[src/rtl/peridot_cam_pkg.sv]
// Shared definitions for the camera frame-capture sequencer.
//   state_e         : sequencer state encoding
//   BURST_BYTES     : bytes moved per master chunk
//   ADDR_ALIGN_MASK : clears the chunk-offset bits of a buffer base
//   align_addr()    : applies ADDR_ALIGN_MASK
package peridot_cam_pkg;

  typedef enum logic [2:0] {
    ST_IDLE    = 3'd0,
    ST_ARMED   = 3'd1,
    ST_KICK    = 3'd2,
    ST_WAITLOW = 3'd3,
    ST_CAPTURE = 3'd4,
    ST_FINISH  = 3'd5
  } state_e;

  localparam int unsigned BURST_BYTES     = 64;
  localparam logic [31:0] ADDR_ALIGN_MASK = ~(32'(BURST_BYTES) - 32'd1);

  function automatic logic [31:0] align_addr(input logic [31:0] a);
    return a & ADDR_ALIGN_MASK;
  endfunction

endpackage

[src/rtl/peridot_cam_framectl.sv]
// Frame-capture sequencer between the CSR slave and the burst write master.
// Arms on cmd_start, waits for VSYNC, programs and kicks the master, waits
// for its done, then updates buffer select, frame counter and interrupt.
// Ports:
//   csi_global_clk / csi_global_reset : clock, sync active-high reset
//   cmd_start / cmd_stop              : arm / stop-after-frame pulses
//   cfg_*                             : mode, buffer bases, chunk count
//   cam_vsync_pulse                   : frame start pulse
//   avm_address_top/transcycle_num/start, avm_done : master handshake
//   fifo_clear                        : pixel FIFO flush
//   stat_*, overrun_clr, irq_frame    : status and interrupt
module peridot_cam_framectl
  import peridot_cam_pkg::*;
#(
  parameter int FRAMECOUNT_W = 16,
  parameter int KICK_HOLD    = 1
) (
  input  logic                    csi_global_clk,
  input  logic                    csi_global_reset,
  input  logic                    cmd_start,
  input  logic                    cmd_stop,
  input  logic                    cfg_continuous,
  input  logic                    cfg_doublebuf,
  input  logic [31:0]             cfg_addr_a,
  input  logic [31:0]             cfg_addr_b,
  input  logic [15:0]             cfg_transcycle_num,
  input  logic                    cam_vsync_pulse,
  output logic [31:0]             avm_address_top,
  output logic [15:0]             avm_transcycle_num,
  output logic                    avm_start,
  input  logic                    avm_done,
  output logic                    fifo_clear,
  output logic                    stat_busy,
  output logic                    stat_bufsel,
  output logic [FRAMECOUNT_W-1:0] stat_framecount,
  output logic                    stat_overrun,
  input  logic                    overrun_clr,
  output logic                    irq_frame
);

  localparam logic [1:0] KICK_LAST = 2'(KICK_HOLD - 1);

  state_e                  state_q, state_d;
  logic [1:0]              kick_cnt_q, kick_cnt_d;
  logic [31:0]             addr_q, addr_d;
  logic [15:0]             tc_q, tc_d;
  logic                    start_q, start_d;
  logic                    fclr_q, fclr_d;
  logic                    bufsel_q, bufsel_d;
  logic                    next_buf_q, next_buf_d;
  logic [FRAMECOUNT_W-1:0] fc_q, fc_d;
  logic                    ovr_q, ovr_d;
  logic                    irq_q, irq_d;
  logic                    stop_pend_q, stop_pend_d;
  logic                    in_frame;

  // States in which the master owns the frame and cannot be aborted.
  assign in_frame = (state_q == ST_KICK) || (state_q == ST_WAITLOW) ||
                    (state_q == ST_CAPTURE);

  always_comb begin
    state_d     = state_q;
    kick_cnt_d  = '0;
    addr_d      = addr_q;
    tc_d        = tc_q;
    start_d     = start_q;
    bufsel_d    = bufsel_q;
    next_buf_d  = next_buf_q;
    fc_d        = fc_q;
    stop_pend_d = stop_pend_q;
    ovr_d       = ovr_q;

    case (state_q)
      ST_IDLE: begin
        // A zero count would make the master run 65536 chunks.
        if (cmd_start && !cmd_stop && (cfg_transcycle_num != 16'd0)) begin
          state_d    = ST_ARMED;
          next_buf_d = 1'b0;
        end
      end
      ST_ARMED: begin
        if (cmd_stop) begin
          state_d = ST_IDLE;
        end else if (cam_vsync_pulse) begin
          addr_d  = align_addr(next_buf_q ? cfg_addr_b : cfg_addr_a);
          tc_d    = cfg_transcycle_num;
          start_d = 1'b1;
          state_d = ST_KICK;
        end
      end
      ST_KICK: begin
        if (kick_cnt_q == KICK_LAST) begin
          start_d = 1'b0;
          state_d = ST_WAITLOW;
        end else begin
          kick_cnt_d = kick_cnt_q + 2'd1;
        end
      end
      // Wait for done to fall first so a stale idle level is not taken
      // as completion of the frame just kicked.
      ST_WAITLOW: if (!avm_done) state_d = ST_CAPTURE;
      ST_CAPTURE: if (avm_done)  state_d = ST_FINISH;
      ST_FINISH: begin
        bufsel_d    = next_buf_q;
        fc_d        = fc_q + 1'b1;
        next_buf_d  = cfg_doublebuf ? ~next_buf_q : 1'b0;
        state_d     = (cfg_continuous && !stop_pend_q && !cmd_stop) ? ST_ARMED : ST_IDLE;
        stop_pend_d = 1'b0;
      end
      default: state_d = ST_IDLE;
    endcase

    if (in_frame && cmd_stop) stop_pend_d = 1'b1;

    // Set has priority over clear.
    if (in_frame && cam_vsync_pulse) ovr_d = 1'b1;
    else if (overrun_clr)            ovr_d = 1'b0;

    fclr_d = (state_d == ST_IDLE) || (state_d == ST_ARMED);
    irq_d  = (state_d == ST_FINISH);
  end

  always_ff @(posedge csi_global_clk) begin
    if (csi_global_reset) begin
      state_q     <= ST_IDLE;
      kick_cnt_q  <= '0;
      addr_q      <= '0;
      tc_q        <= '0;
      start_q     <= 1'b0;
      fclr_q      <= 1'b1;
      bufsel_q    <= 1'b0;
      next_buf_q  <= 1'b0;
      fc_q        <= '0;
      ovr_q       <= 1'b0;
      irq_q       <= 1'b0;
      stop_pend_q <= 1'b0;
    end else begin
      state_q     <= state_d;
      kick_cnt_q  <= kick_cnt_d;
      addr_q      <= addr_d;
      tc_q        <= tc_d;
      start_q     <= start_d;
      fclr_q      <= fclr_d;
      bufsel_q    <= bufsel_d;
      next_buf_q  <= next_buf_d;
      fc_q        <= fc_d;
      ovr_q       <= ovr_d;
      irq_q       <= irq_d;
      stop_pend_q <= stop_pend_d;
    end
  end

  assign avm_address_top    = addr_q;
  assign avm_transcycle_num = tc_q;
  assign avm_start          = start_q;
  assign fifo_clear         = fclr_q;
  assign stat_busy          = (state_q != ST_IDLE);
  assign stat_bufsel        = bufsel_q;
  assign stat_framecount    = fc_q;
  assign stat_overrun       = ovr_q;
  assign irq_frame          = irq_q;

endmodule
[config.mk]
export PLATFORM = sky130hd
export DESIGN_NAME = peridot_cam_framectl
export DESIGN_NICKNAME = d
export VERILOG_FILES = /design/src/rtl/peridot_cam_pkg.sv /design/src/rtl/peridot_cam_framectl.sv
export SDC_FILE = /design/constraint.sdc
export NUM_CORES = 1
export LEC_CHECK = 0
export ABC_AREA = 1
export ABC_CLOCK_PERIOD_IN_PS = 4059
export BUFFER_PORTS_ARGS = -buffer_cell sky130_fd_sc_hd__buf_2
export CORE_UTILIZATION = 49
export DETAILED_ROUTE_END_ITERATION = 7
export GPL_TIMING_DRIVEN = 0
export PLACE_DENSITY = 0.95
export SYNTH_ARGS = -nofsm -noshare
export SYNTH_HDL_FRONTEND = slang
export SYNTH_SLANG_ARGS = --single-unit
[constraint.sdc]
create_clock -name csi_global_clk -period 4.06 [get_ports csi_global_clk]
set_clock_uncertainty 0.15 [all_clocks]
set_input_delay 0.812 -clock csi_global_clk [delete_from_list [all_inputs] [get_ports csi_global_clk]]
set_output_delay 0.812 -clock csi_global_clk [all_outputs]
set_load 0.05 [all_outputs]
==> results.toml, run 1 <==
[global_routing]
antenna_found_initial = 0
grt_pass1_wl_um = 13700
grt_max_degree = 14
use_met2_pct = 49.2
grt-ovfl-total = 0
grt_usage_pct = 26.7
grt_pass1_vias = 3226
use_met1_pct = 29.0
grt.busiest_layer = "met2"
use_met3_pct = 6.04

[finish]
layout-drive-gt1-share_pct = 30.5
nets = 686
area_delta_synth_final_pct = 32.8
n_antenna_cell = 0
utilization_pct = 69.1
fin_area_um2 = 4190
instances_no_fill = 675

[sta]
finalHoldViolCount = 0
holdWs_ns = 0.266
setup_tns_ns = 0
fin_ws_ns = 1.82
timing.fmax_ghz = 0.447
setup_viol = 0
fin_crit_sh_pct = 55.1
fin_crit_ns = 2.24
grt_setup_unrepaired = "false"
slew_headroom_pct = 64.7
tightest_slew_ns = 0.529
slew_viol_final = 0

[critical_path]
slowest_delay_ns = 0.43
worstPathArrival_ns = 1.27
critPathMaxFanout = 5
crit_slowest_cell = "dfxtp_1"
crit_chain = "inv_2 > nand3_1 > buf_2"
crit_type = "reg -> out"
crit_buf_inv = 2
crit_cells = 3
reg2reg_slack_ns = 2.51
cp_top_family = "flip-flops"
start_kind = "register"
critical_path_required_ns = 3.10
rr_worst_depth = 5
end_kind = "primary output"

[detailed_routing]
wirelength_um = 8610
avgViaCountPerCell = 5.04
route.detailed.drc = 0
wl_per_cell_um = 12.8
num_vias = 3404
drt_pass1_iterations = 4
drtIter0Drc = 146
drtAntennaViolNets = 0

[power_and_ir_drop]
totalPowerFinal_mw = 1.52
p_leak_nw = 2.14
p_clk_share_pct = 41.1
power.density_nw_per_um2 = 363
power_frac_seq_pct = 46.6
internal-power_mw = 1.11
ir_drop_uv = 313
p_switching_uw = 407
combPwrFrac_pct = 12.3
swShare_pct = 26.8

[placed_design]
hpwl_um = 6610
dp_cells = 659
gp_congestion = 0.845
port_buffers = 140
place_area_um2 = 3970
place_ws_ns = 1.88

[die]
dieWidth_um = 82.2
start_util_pct = 52.0
std_cell_rows = 28
core_um2 = 6060
die_h_um = 82.2
die-area_um2 = 6760
pin_count = 159

[logic_synthesis]
synth_edf_count = 0
synth_warnings = 0
ys.flop_type = "dfxtp_1"
ys_ff_latch = 70
synthArstFlopShare_pct = 0
syn_area_per_cell_um2 = 7.18
syn_inst = 439
yosysSeqAreaShare_pct = 44.4
syn_area_um2 = 3150
synth_cell_types = 30

[clock_tree]
cts_buffer_depth = 2
cts_made_buffers = 9
clk_latency_ns = 0.33
clk_pin_slew_worst_paths_ns = 0.08
tritoncts = "built"
clock-sinks = 70
post-cts-setup-buffers = 0
ctsResizeCount = 0
cts_root_buf = "clkbuf_8"
cts.hold.buffers_added = 0
cts_max_level = 3

[min_path]
min_path_type = "reg -> reg"
min_path_cells = 1

[outcome]
status = "completed"

[run]
maxCapViolCount = 0
-- placed cells by master, fill, tap and decap left out, drive strengths merged, types with 4 or more instances in the layout --
cell type	instances
a21oi	72
buf	156
clkbuf	21
conb	6
dfxtp	70
inv	58
nand2	42
nand3	14
nor2	85
nor3	4
nor3b	5
o21ai	48
-- final timing paths --
kind,start,to
worst min register to register,kick_cnt_q[0],kick_cnt_q[0]
worst min-delay path,kick_cnt_q[0],kick_cnt_q[0]
worst max-delay path,state_q[0],stat_busy
worst max register to register,next_buf_q,avm_address_top[31]
-- registers in the layout (all words and copies together), names as in the netlist --
| register | cells |
|---|---|
| next_buf_q | 1 |
| state_q | 3 |
| fifo_clear | 1 |
| kick_cnt_q | 2 |
| avm_start | 1 |
| stat_framecount | 16 |
| stop_pend_q | 1 |
| avm_transcycle_num | 16 |
| stat_bufsel | 1 |
| avm_address_top | 26 |
| irq_frame | 1 |
| stat_overrun | 1 |
-- power by group through the flow --
stage / sequential [mW] / clock, mW / combinational [mW]
floorplan: 0.767 / 0 / 0.0750
detailed placement: 0.723 / 0 / 0.186
global route: 0.709 / 0.661 / 0.204
CTS: 0.707 / 0.631 / 0.187
finish: 0.707 / 0.624 / 0.187
global placement: 0.723 / 0 / 0.182
-- final cells by class --
type,count,area [um^2]
clock buffers,9,124
multi-input cells,288,1380
fillers,518,1870
inverters,58,219
clock inverters,7,97.6
flip-flops and latches,70,1400
well taps,75,93.8
repair buffers,140,701
plain buffers,28,168
-- synthesized netlist by cell type, types with 3 or more instances --
cell	instances	share of area, %
nor2_1	81	9.6
a21oi_1	72	11
dfxtp_1	70	44
inv_1	55	6.5
nand2_1	42	5.0
o21ai_0	41	6.5
clkbuf_1	11	1.3
nand3_1	11	1.7
buf_4	7	1.7
o21ai_1	7	1.1
buf_2	4	0.63
buf_6	4	1.4
nor2_4	4	1.4
nor3_1	4	0.63
nor3b_1	4	0.95
nand4_1	3	0.60
xor2_1	3	0.83
-- layer usage --
layer / vias to the layer above / routed length (um) / share of wire (%)
li1: 1714 / - / -
met1: 1529 / 3520 / 41
met2: 142 / 4360 / 51
met3: 19 / 582 / 6.8
met4: 0 / 142 / 1.6
met5: - / 0 / 0
-- cells by family after synthesis --
group | count (synthesis) | share of synthesized area [%]
AO/OA/AOI/OAI | 122 | 19.5
XOR/XNOR | 3 | 0.833
adder cells (fa/ha/maj) | 2 | 0.794
buffers and inverters | 86 | 12.3
flip-flops | 70 | 44.4
other | 1 | 0.119
AND/OR/NAND/NOR | 155 | 22.0
Power figures use the tool's default switching activity.
==> run 2, diff against run 1 <==
--- a/config.mk
+++ b/config.mk
@@ -6,12 +6,12 @@
 export NUM_CORES = 1
 export LEC_CHECK = 0
 export ABC_AREA = 1
-export ABC_CLOCK_PERIOD_IN_PS = 4059
+export ABC_CLOCK_PERIOD_IN_PS = 1900
 export BUFFER_PORTS_ARGS = -buffer_cell sky130_fd_sc_hd__buf_2
-export CORE_UTILIZATION = 49
+export CORE_UTILIZATION = 41
 export DETAILED_ROUTE_END_ITERATION = 7
 export GPL_TIMING_DRIVEN = 0
-export PLACE_DENSITY = 0.95
+export PLACE_DENSITY = 0.88
 export SYNTH_ARGS = -nofsm -noshare
 export SYNTH_HDL_FRONTEND = slang
 export SYNTH_SLANG_ARGS = --single-unit
==> constraint.sdc (replaced) <==
create_clock -name csi_global_clk -period 1.9 [get_ports csi_global_clk]
set_clock_uncertainty 0.15 [all_clocks]
set_input_delay 0.38 -clock csi_global_clk [delete_from_list [all_inputs] [get_ports csi_global_clk]]
set_output_delay 0.38 -clock csi_global_clk [all_outputs]
set_load 0.05 [all_outputs]
==> results.toml, run 2 (synthesized netlist as in run 1, its figures left out) <==
[detailed_routing]
drt_pass1_iterations = 4
wl_per_cell_um = 12.5
num_vias = 3404
route.detailed.drc = 0
drtAntennaViolNets = 0
wirelength_um = 8740
drtIter0Drc = 106
avgViaCountPerCell = 4.87

[critical_path]
reg2reg_to = "stat_framecount[12]"
start_kind = "register"
crit_chain = "inv_2 > nand3_1 > buf_2"
rr_startpoint = "stat_framecount[0]"
slowest_delay_ns = 0.42
reg2reg_slack_ns = 0.34
crit_type = "reg -> out"
rr_worst_depth = 8
crit_slowest_cell = "dfxtp_1"
critPathMaxFanout = 5
end_kind = "primary output"
worstPathArrival_ns = 1.23
critical_path_required_ns = 1.37

[finish]
final_common_cell = "buf_2"
nets = 686
layout_common_cells = "buf_2 (144), nor2_1 (81), a21oi_1 (72), dfxtp_1 (70), inv_1 (55)"
fin_area_um2 = 4230
n_antenna_cell = 0
layout-drive-gt1-share_pct = 30.5
instances_no_fill = 699
largest_reg_flops = 26
area_delta_synth_final_pct = 34.0

[power_and_ir_drop]
swShare_pct = 26.7
totalPowerFinal_mw = 3.29
power_frac_seq_pct = 45.9
ir_drop_uv = 551
internal-power_mw = 2.41
p_clk_share_pct = 42.0
power.density_nw_per_um2 = 779
p_switching_uw = 880
p_leak_nw = 2.14
combPwrFrac_pct = 12.1

[run]
maxCapViolCount = 0

[global_routing]
grt-ovfl-total = 0
grt_pass1_wl_um = 13600
antenna_found_initial = 0
grt_pass1_vias = 3105
grt_max_degree = 14
grt_usage_pct = 22.1

[clock_tree]
cts_max_level = 3
cts.hold.buffers_added = 0
tritoncts = "built"
cts_made_buffers = 9
ctsResizeCount = 0
cts_buffer_depth = 2
cts_root_buf = "clkbuf_8"
clk_pin_slew_worst_paths_ns = 0.08
post-cts-setup-buffers = 0
clock-sinks = 70
clk_latency_ns = 0.35

[min_path]
hold_end = "stat_overrun"
min_path_cells = 4
hp-start = "overrun_clr"
min_path_type = "in -> reg"

[sta]
grt_setup_unrepaired = "false"
setup_tns_ns = 0
slew_viol_final = 0
fin_crit_sh_pct = 92.6
holdWs_ns = 0.124
finalHoldViolCount = 0
timing.fmax_ghz = 0.568
slew_headroom_pct = 64.7
fin_crit_ns = 1.76
tightest_slew_ns = 0.529
setup_viol = 0

[die]
core_um2 = 7330
die-area_um2 = 8050
pin_count = 159
die_h_um = 89.7
dieWidth_um = 89.7
std_cell_rows = 31
start_util_pct = 43.0

[placed_design]
place_area_um2 = 4000
gp_congestion = 0.847
hpwl_um = 6840
port_buffers = 140
dp_cells = 683

[outcome]
status = "completed"
[run 2: cell types whose count changed in the layout (fill, tap and decap cells not counted)]
| cell | previous run | this run |
|---|---|---|
| clkbuf_8 | 9 | 10 |
| inv_6 | 1 | 2 |
| clkinv_4 | 1 | 0 |
| clkinv_2 | 2 | 1 |
[run 2: worst max-delay path by stage]
stage	from	endpoint	slack, ns
6_report	state_q[0]	stat_busy	0.14
5_1_grt	state_q[0]	stat_busy	0.06
4_1_cts	state_q[0]	stat_busy	0.13
3_5_place_dp	csi_global_reset	stat_framecount[6]	0.17
3_3_place_gp	csi_global_reset	stat_framecount[12]	0.21
2_1_floorplan	stat_framecount[0]	stat_framecount[12]	0.1
[run 2: cell type report]
class,count,area [um^2]
tap,99,124
fill,691,3100
clock inverter,6,92.6
inverter,58,219
sequential,70,1400
multi-input combinational,288,1380
timing repair buffer,140,701
buffer,28,168
clock buffer,10,138
[run 2: stage by stage]
step	setup WS (ns)	util, %
after floorplan	0.0969	-
after global placement	0.213	54.5
after detailed placement	0.173	54.5
after CTS	0.125	57.7
after global routing	0.0568	57.7
final	0.141	57.7
[run 2: power by group through the flow]
| stage | Combinational, mW | Clock [mW] | Sequential, mW |
|---|---|---|---|
| after global placement | 0.392 | 0 | 1.54 |
| after CTS | 0.400 | 1.41 | 1.51 |
| after floorplan | 0.160 | 0 | 1.64 |
| after global routing | 0.435 | 1.49 | 1.52 |
| after detailed placement | 0.399 | 0 | 1.55 |
| final | 0.400 | 1.38 | 1.51 |
[run 2: worst max-delay path, delay by kind of cell, from the launching register on]
kind,cells,cell delay [ns]
flip-flops,1,0.42
buffers and inverters,2,0.36
AND/OR/NAND/NOR,1,0.10
[run 2: layer usage]
metal	share of wire [%]	vias up	track usage, %	wire (um)
li1	-	1713	-	-
met1	42	1507	25.8	3660
met2	49	173	38.6	4270
met3	7.8	11	5.48	678
met4	1.5	0	9.38	129
met5	0	-	0	0
